## src/rtl/verilog_ethernet_pack.sv

```systemverilog
// Shared Ethernet receive definitions.
//   octet_t          : one byte on the receive byte stream
//   CRC32_*          : reflected CRC-32 polynomial, init value and good-frame residue
//   ST_* / rx_state_t: receive FSM state encoding
//   crc32_byte_next  : advances a reflected CRC-32 register by one octet, LSB first
package verilog_ethernet_pack;

  typedef logic [7:0] octet_t;

  localparam logic [31:0] CRC32_POLY    = 32'hEDB88320;
  localparam logic [31:0] CRC32_INIT    = 32'hFFFFFFFF;
  localparam logic [31:0] CRC32_RESIDUE = 32'hDEBB20E3;

  typedef logic [2:0] rx_state_t;
  localparam rx_state_t ST_IDLE     = 3'd0;
  localparam rx_state_t ST_PREAMBLE = 3'd1;
  localparam rx_state_t ST_DATA     = 3'd2;
  localparam rx_state_t ST_END      = 3'd3;
  localparam rx_state_t ST_DROP     = 3'd4;

  function automatic logic [31:0] crc32_byte_next(input logic [31:0] crc, input octet_t octet);
    logic [31:0] c;
    c = crc;
    for (int i = 0; i < 8; i++) begin
      c = (c >> 1) ^ ((c[0] ^ octet[i]) ? CRC32_POLY : 32'h0);
    end
    return c;
  endfunction

endpackage

```

## src/rtl/mii_rx_crc32.sv

```systemverilog
// Byte-wide CRC-32 register for the MII receive path.
//   clk_i, rst_ni : clock, asynchronous active-low reset
//   init_i        : load the init value (start of frame); wins over en_i
//   en_i, data_i  : fold one octet into the register
//   residue_ok_o  : register holds the good-frame residue (frame incl. FCS is intact)
module mii_rx_crc32
  import verilog_ethernet_pack::*;
(
  input  logic   clk_i,
  input  logic   rst_ni,
  input  logic   init_i,
  input  logic   en_i,
  input  octet_t data_i,
  output logic   residue_ok_o
);

  logic [31:0] crc_q;

  always_ff @(posedge clk_i or negedge rst_ni) begin
    if (!rst_ni)     crc_q <= CRC32_INIT;
    else if (init_i) crc_q <= CRC32_INIT;
    else if (en_i)   crc_q <= crc32_byte_next(crc_q, data_i);
  end

  assign residue_ok_o = (crc_q == CRC32_RESIDUE);

endmodule

```

## src/rtl/mii_rx_frame_receiver.sv

```systemverilog
// MII receive front-end: strips preamble/SFD, assembles nibbles into bytes, checks FCS,
// length, alignment and PHY errors, and emits the frame without FCS as a byte stream.
//   i_clock, i_reset_n         : MII rx_clk, asynchronous active-low reset
//   i_rx_d, i_rx_dv, i_rx_er   : MII receive pins
//   o_data/o_valid/o_sop/o_eop : byte stream, DA first, FCS removed
//   o_good/o_crc_err/o_len_err/o_err : frame status, meaningful only with o_eop
//   o_good_count, o_bad_count  : wrapping frame counters
//   o_dbg_state                : current receive FSM state (ST_* encoding)
// Stream handshake: o_valid is a one-cycle strobe qualifying o_data/o_sop/o_eop; there is no
// ready, because the MII cannot be stalled, so the consumer must take every strobed byte.
module mii_rx_frame_receiver
  import verilog_ethernet_pack::*;
#(
  parameter int unsigned P_MIN_PREAMBLE_NIBBLES = 8,
  parameter int unsigned P_MIN_FRAME_BYTES      = 64,
  parameter int unsigned P_MAX_FRAME_BYTES      = 1518,
  parameter int unsigned P_CNT_WIDTH            = 16
) (
  input  logic                   i_clock,
  input  logic                   i_reset_n,
  input  logic [3:0]             i_rx_d,
  input  logic                   i_rx_dv,
  input  logic                   i_rx_er,
  output logic [7:0]             o_data,
  output logic                   o_valid,
  output logic                   o_sop,
  output logic                   o_eop,
  output logic                   o_good,
  output logic                   o_crc_err,
  output logic                   o_len_err,
  output logic                   o_err,
  output logic [P_CNT_WIDTH-1:0] o_good_count,
  output logic [P_CNT_WIDTH-1:0] o_bad_count,
  output logic [2:0]             o_dbg_state
);

  localparam int unsigned PRE_W = $clog2(P_MIN_PREAMBLE_NIBBLES + 2);
  localparam int unsigned LEN_W = $clog2(P_MAX_FRAME_BYTES + 2);
  localparam logic [LEN_W-1:0] LEN_SAT = LEN_W'(P_MAX_FRAME_BYTES + 1);

  // Input register stage; dv resets high so a frame already in progress at reset release
  // is not mistaken for a rising edge.
  logic [3:0] rx_d_q;
  logic       rx_dv_q, rx_er_q, dv_prev_q;

  rx_state_t        state_q, state_d;
  logic [PRE_W-1:0] pre_cnt_q, pre_cnt_d;
  logic             hi_phase_q, hi_phase_d;
  logic [3:0]       lo_nib_q, lo_nib_d;
  octet_t           byte_q, byte_d;
  logic             byte_vld_q, byte_vld_d;
  logic             frm_err_q, frm_err_d;
  logic [LEN_W-1:0] len_q, len_d;
  logic             first_q, first_d;
  // Delay line holding the last 5 bytes; element 0 is the oldest once the line is full.
  logic [4:0][7:0]  dl_q, dl_d;
  logic [2:0]       dl_cnt_q, dl_cnt_d;

  logic [7:0]             data_q, data_d;
  logic                   valid_q, valid_d, sop_q, sop_d, eop_q, eop_d;
  logic                   good_q, good_d, crc_err_q, crc_err_d;
  logic                   len_err_q, len_err_d, err_q, err_d;
  logic [P_CNT_WIDTH-1:0] good_cnt_q, good_cnt_d, bad_cnt_q, bad_cnt_d;

  logic crc_init, residue_ok, pre_start, st_crc, st_len, st_err;

  mii_rx_crc32 u_crc (
    .clk_i        (i_clock),
    .rst_ni       (i_reset_n),
    .init_i       (crc_init),
    .en_i         (byte_vld_q),
    .data_i       (byte_q),
    .residue_ok_o (residue_ok)
  );

  function automatic rx_state_t pre_state(input logic [3:0] nib, input logic [PRE_W-1:0] cnt);
    if (nib == 4'h5) return ST_PREAMBLE;
    if (nib == 4'hD && cnt >= PRE_W'(P_MIN_PREAMBLE_NIBBLES)) return ST_DATA;
    return ST_DROP;
  endfunction

  function automatic logic [PRE_W-1:0] pre_cnt_next(input logic [3:0] nib,
                                                    input logic [PRE_W-1:0] cnt);
    if (nib == 4'h5 && cnt < PRE_W'(P_MIN_PREAMBLE_NIBBLES)) return cnt + PRE_W'(1);
    return cnt;
  endfunction

  assign pre_start = rx_dv_q & ~dv_prev_q;
  assign st_crc    = ~residue_ok;
  assign st_len    = (len_q < LEN_W'(P_MIN_FRAME_BYTES)) || (len_q > LEN_W'(P_MAX_FRAME_BYTES));
  assign st_err    = frm_err_q;

  always_comb begin
    state_d    = state_q;
    pre_cnt_d  = pre_cnt_q;
    hi_phase_d = hi_phase_q;
    lo_nib_d   = lo_nib_q;
    byte_d     = byte_q;
    byte_vld_d = 1'b0;
    frm_err_d  = frm_err_q;
    len_d      = len_q;
    first_d    = first_q;
    dl_d       = dl_q;
    dl_cnt_d   = dl_cnt_q;
    crc_init   = 1'b0;
    data_d     = data_q;
    valid_d    = 1'b0;
    sop_d      = 1'b0;
    eop_d      = 1'b0;
    good_d     = 1'b0;
    crc_err_d  = 1'b0;
    len_err_d  = 1'b0;
    err_d      = 1'b0;
    good_cnt_d = good_cnt_q;
    bad_cnt_d  = bad_cnt_q;

    case (state_q)
      ST_IDLE: begin
        if (pre_start) begin
          state_d   = pre_state(rx_d_q, '0);
          pre_cnt_d = pre_cnt_next(rx_d_q, '0);
        end
      end
      ST_PREAMBLE: begin
        if (!rx_dv_q) begin
          state_d = ST_IDLE;
        end else begin
          state_d   = pre_state(rx_d_q, pre_cnt_q);
          pre_cnt_d = pre_cnt_next(rx_d_q, pre_cnt_q);
        end
      end
      ST_DATA: begin
        if (rx_er_q) frm_err_d = 1'b1;
        if (rx_dv_q) begin
          if (!hi_phase_q) begin
            lo_nib_d   = rx_d_q;
            hi_phase_d = 1'b1;
          end else begin
            byte_d     = {rx_d_q, lo_nib_q};
            byte_vld_d = 1'b1;
            hi_phase_d = 1'b0;
          end
        end else begin
          state_d = ST_END;
          if (hi_phase_q) frm_err_d = 1'b1;  // dv fell between the two nibbles of a byte
        end
      end
      ST_END: begin
        // A full delay line means at least 5 bytes: the oldest one is the last payload byte.
        if (dl_cnt_q == 3'd5) begin
          valid_d   = 1'b1;
          data_d    = dl_q[0];
          sop_d     = first_q;
          eop_d     = 1'b1;
          crc_err_d = st_crc;
          len_err_d = st_len;
          err_d     = st_err;
          good_d    = ~(st_crc | st_len | st_err);
          if (~(st_crc | st_len | st_err)) good_cnt_d = good_cnt_q + P_CNT_WIDTH'(1);
          else                             bad_cnt_d  = bad_cnt_q + P_CNT_WIDTH'(1);
        end
        state_d = ST_IDLE;
        // A 1-cycle gap puts the next frame's first nibble in this cycle.
        if (pre_start) begin
          state_d   = pre_state(rx_d_q, '0);
          pre_cnt_d = pre_cnt_next(rx_d_q, '0);
        end
      end
      ST_DROP: begin
        if (!rx_dv_q) state_d = ST_IDLE;
      end
      default: state_d = ST_IDLE;
    endcase

    if (state_d == ST_DATA && state_q != ST_DATA) begin
      crc_init   = 1'b1;
      hi_phase_d = 1'b0;
      frm_err_d  = 1'b0;
      len_d      = '0;
      first_d    = 1'b1;
      dl_cnt_d   = 3'd0;
    end

    if (byte_vld_q) begin
      if (len_q != LEN_SAT) len_d = len_q + LEN_W'(1);
      if (dl_cnt_q == 3'd5) begin
        valid_d = 1'b1;
        data_d  = dl_q[0];
        sop_d   = first_q;
        first_d = 1'b0;
      end else begin
        dl_cnt_d = dl_cnt_q + 3'd1;
      end
      dl_d = {byte_q, dl_q[4:1]};
    end
  end

  always_ff @(posedge i_clock or negedge i_reset_n) begin
    if (!i_reset_n) begin
      rx_d_q     <= '0;
      rx_dv_q    <= 1'b1;
      rx_er_q    <= 1'b0;
      dv_prev_q  <= 1'b1;
      state_q    <= ST_IDLE;
      pre_cnt_q  <= '0;
      hi_phase_q <= 1'b0;
      lo_nib_q   <= '0;
      byte_q     <= '0;
      byte_vld_q <= 1'b0;
      frm_err_q  <= 1'b0;
      len_q      <= '0;
      first_q    <= 1'b0;
      dl_q       <= '0;
      dl_cnt_q   <= '0;
      data_q     <= '0;
      valid_q    <= 1'b0;
      sop_q      <= 1'b0;
      eop_q      <= 1'b0;
      good_q     <= 1'b0;
      crc_err_q  <= 1'b0;
      len_err_q  <= 1'b0;
      err_q      <= 1'b0;
      good_cnt_q <= '0;
      bad_cnt_q  <= '0;
    end else begin
      rx_d_q     <= i_rx_d;
      rx_dv_q    <= i_rx_dv;
      rx_er_q    <= i_rx_er;
      dv_prev_q  <= rx_dv_q;
      state_q    <= state_d;
      pre_cnt_q  <= pre_cnt_d;
      hi_phase_q <= hi_phase_d;
      lo_nib_q   <= lo_nib_d;
      byte_q     <= byte_d;
      byte_vld_q <= byte_vld_d;
      frm_err_q  <= frm_err_d;
      len_q      <= len_d;
      first_q    <= first_d;
      dl_q       <= dl_d;
      dl_cnt_q   <= dl_cnt_d;
      data_q     <= data_d;
      valid_q    <= valid_d;
      sop_q      <= sop_d;
      eop_q      <= eop_d;
      good_q     <= good_d;
      crc_err_q  <= crc_err_d;
      len_err_q  <= len_err_d;
      err_q      <= err_d;
      good_cnt_q <= good_cnt_d;
      bad_cnt_q  <= bad_cnt_d;
    end
  end

  assign o_data       = data_q;
  assign o_valid      = valid_q;
  assign o_sop        = sop_q;
  assign o_eop        = eop_q;
  assign o_good       = good_q;
  assign o_crc_err    = crc_err_q;
  assign o_len_err    = len_err_q;
  assign o_err        = err_q;
  assign o_good_count = good_cnt_q;
  assign o_bad_count  = bad_cnt_q;
  assign o_dbg_state  = state_q;

endmodule

```

## config.mk

```make
export PLATFORM = sky130hd
export DESIGN_NAME = mii_rx_frame_receiver
export DESIGN_NICKNAME = d
export VERILOG_FILES = /design/src/rtl/verilog_ethernet_pack.sv /design/src/rtl/mii_rx_crc32.sv /design/src/rtl/mii_rx_frame_receiver.sv
export SDC_FILE = /design/constraint.sdc
export NUM_CORES = 1
export LEC_CHECK = 0
export BUFFER_PORTS_ARGS = -buffer_cell sky130_fd_sc_hd__buf_2
export CAP_MARGIN = 25
export CORE_ASPECT_RATIO = 1.2
export CORE_UTILIZATION = 56
export CTS_BUF_LIST = sky130_fd_sc_hd__clkbuf_8
export CTS_CLUSTER_SIZE = 40
export DETAILED_ROUTE_END_ITERATION = 12
export GPL_TIMING_DRIVEN = 1
export PLACE_DENSITY = 0.78
export SLEW_MARGIN = 20
export SYNTH_ARGS = -nofsm -noshare
export SYNTH_HDL_FRONTEND = slang
export SYNTH_SLANG_ARGS = --single-unit
export TNS_END_PERCENT = 1
```

## constraint.sdc

```tcl
create_clock -name i_clock -period 2.2 [get_ports i_clock]
set_clock_uncertainty 0.1 [all_clocks]
set_input_delay 0.11 -clock i_clock [delete_from_list [all_inputs] [get_ports i_clock]]
set_output_delay 0.11 -clock i_clock [all_outputs]
set_load 0.02 [all_outputs]
```

==> impl_metrics.toml <==
[logic_synthesis]
ys_async_sr_fraction = 1.00
synth_cell_types = 67
syn_area_mm2 = 0.00773
ys_ff_latch = 163
synth_ff_type = "dfrtp_1"
yosys.cell_count.top_type = "dfrtp_1"
yosysTopAreaCellShare = 0.418
syn_nets = 655
synth.area.top_cells = "dfrtp_1 42%, dfstp_2 12%, mux2_2 8.9%"
postSynthAreaPerCell_um2 = 12.1
synth_top_area_cell = "dfrtp_1"
seq_area_frac_synth = 0.533
synthCells = 640
synth_commonest_cells = "129 x dfrtp_1, 61 x mux2_2, 50 x xnor2_1"
yosys_warnings = 0
synth_edf_count = 0

[layout]
antennaDiodeCount = 0
fin_nets = 780
final_cell_count_no_fill = 946
final_cell_area_mm2 = 0.00925
fill_cells = 927
final_core_util = 0.693
layout-drive-gt1-share = 0.374
syn2layout_area_growth_pct = 19.7

[setup_path]
crit_top_cell = "buf_4"
cp-start-kind = "flop"
cp_slowest_cell = "or3b_4"
r2r_slack_ns = -0.12
arrival_ns = 2.56
critical_path_class = "flop to flop"
path_cells = "buf_4 > or3b_4 > a21o_1 > a2111oi_4 > buf_6 > buf_4 > nor4_2 > xor2_1"
crit_path_end_kind = "flop"
crit_path_max_fanout = 8
required_ns = 2.43
max_stage_delay_ns = 0.41

[place]
dp_cells = 898
gp_congestion = 0.853
placed_area_mm2 = 0.00859
port_buffers = 57
dp_slack_ns = -0.141
place_hpwl_um = 11000

[clocking]
clock_path_buffers = 2
clock_sinks = 163
tritoncts = "built"
clk_latency_ns = 0.47
cts_root_buffer = "clkbuf_8"
htree_levels = 4
clk_pin_slew_ns = 0.09
numCtsBuffers = 17

[global_route]
grt_usage = 0.252
first_global_vias = 5663
grt_pass1_wl_um = 27500
grt-ovfl-total = 0
grt_max_degree = 55
antenna_found_initial = 0

[sta]
hold_slack_ns = 0.0388
worstMarginPinSlew_ns = 0.503
setup_slack_ns = -0.124
slew_headroom = 0.664
rsz0062_at_grt = "true"
setup_viol = 31
drv_slew = 0
fin_crit_ns = 2.32
period_share = 1.06
hold_violations = 0
max_freq_mhz = 430

[floorplanning]
start_util = 0.579
ios = 58
fp.dieW_um = 109
rows = 46
die_h_um = 131
core_mm2 = 0.0134
die_area_mm2 = 0.0143

[status]
outcome = "complete, but fails checks"
violations = "negative setup slack"

[hold_path]
hold_class = "input port to async pin"

[routing]
firstDrtPassIters = 4
routed_wl_um = 16300
post_drt_wl_per_cell_um = 17.2
vias_per_cell = 5.72
drcViolationCount = 0
drt_iter0_drc = 348
ant_nets = 0
vias = 5412

[pwr]
irDropWorstVdd_mv = 0.656
powerDensity_mw_per_mm2 = 565
p_leak_nw = 4.54

[run]
drv_cap = 0
==> worst max-delay path, delay by kind of cell (launching register included) <==
| kind | cells | cell delay, ns |
|---|---|---|
| DFF | 1 | 0.39 |
| xor gates and xnor gates | 1 | 0.15 |
| and+or+nand+nor | 2 | 0.48 |
| buffers and inverters | 3 | 0.54 |
| AOI/OAI and AO/OA | 2 | 0.52 |
==> final timing paths <==
check	from	endpoint	cells after the start
hold reg to reg	o_bad_count[15]	o_bad_count[15]	1
hold / removal	i_reset_n	len_q[9]	2
max in group asynchronous	i_reset_n	u_crc.crc_q[10]	3
setup reg to reg	len_q[9]	o_bad_count[5]	8
min in group i_clock	i_rx_dv	rx_dv_q	2
setup / recovery	len_q[9]	o_bad_count[5]	8
==> report_power, final <==
| group | switching (W) | internal, W | total (W) |
|---|---|---|---|
| combinational | 0.0000793 | 0.0000363 | 0.000116 |
| sequential | 0.00000935 | 0.00301 | 0.00302 |
| clock | 0.00115 | 0.000941 | 0.00209 |
==> flip-flops by register name (all words and copies together) (netlist names), 3 cells and up <==
signal / cells
len_q: 11
lo_nib_q: 4
dl_cnt_q: 3
u_crc.crc_q: 32
dl_q: 40
byte_q: 8
pre_cnt_q: 4
o_good_count: 16
o_bad_count: 16
o_dbg_state: 3
o_data: 8
rx_d_q: 4
==> routing by layer <==
layer | track usage | routed length [um]
met3 | 0.0575 | 696
met5 | 0 | 0
met1 | 0.308 | 6840
met2 | 0.424 | 8370
met4 | 0.113 | 380
==> kinds of logic (layout without fill, tap and decap cells) <==
group                    count (synthesis)  after routing  synth area share
XOR/XNOR                                96             96             0.135
multiplexers                            64             64            0.0930
flip-flops                             163            163             0.533
buffers and inverters                   36            174            0.0217
AO/OA/AOI/OAI                           80             80            0.0685
adder cells (fa/ha/maj)                  7              7            0.0113
AND/OR/NAND/NOR                        194            194             0.137
==> per-stage QoR <==
stage	setup TNS (ns)	total power [W]
final	-2.34	0.00522
after floorplan	0	0.00309
after global placement	-0.685	0.00318
after detailed placement	-2.42	0.00318
after global routing	-4.28	0.00542
after CTS	-0.992	0.00527
==> placed cells by master, fill, tap and decap left out, types with 9 or more instances in the layout <==
cell	n
and3_1	14
buf_2	56
buf_4	63
clkbuf_8	18
dfrtp_1	128
dfstp_2	34
inv_1	9
mux2_2	61
nand2_1	34
nand3_1	24
nand4_1	14
nor2_1	47
o21ai_0	36
xnor2_1	48
xor2_1	30
==> repair_timing <==
item / CTS / global route
hold endpoints to repair: 139 / 0
pin swaps: 3 / 8
cloned: 1 / 0
resized for setup: 14 / 10
setup buffers: 8 / 0
endpoints found under the setup margin: 29 / 44
hold buffers: 7 / 0
==> layout make-up <==
| class | count | area, um2 | share of cell area |
|---|---|---|---|
| Clock buffer | 18 | 248 | 0.0268 |
| Clock inverter | 14 | 130 | 0.0141 |
| Inverter | 10 | 37.5 | 0.00406 |
| Multi-Input combinational cell | 441 | 3570 | 0.386 |
| Sequential cell | 163 | 4120 | 0.446 |
| Tap cell | 168 | 210 | 0.0227 |
| Timing Repair Buffer | 132 | 933 | 0.101 |
No activity file was read; power rests on OpenSTA's default activity.
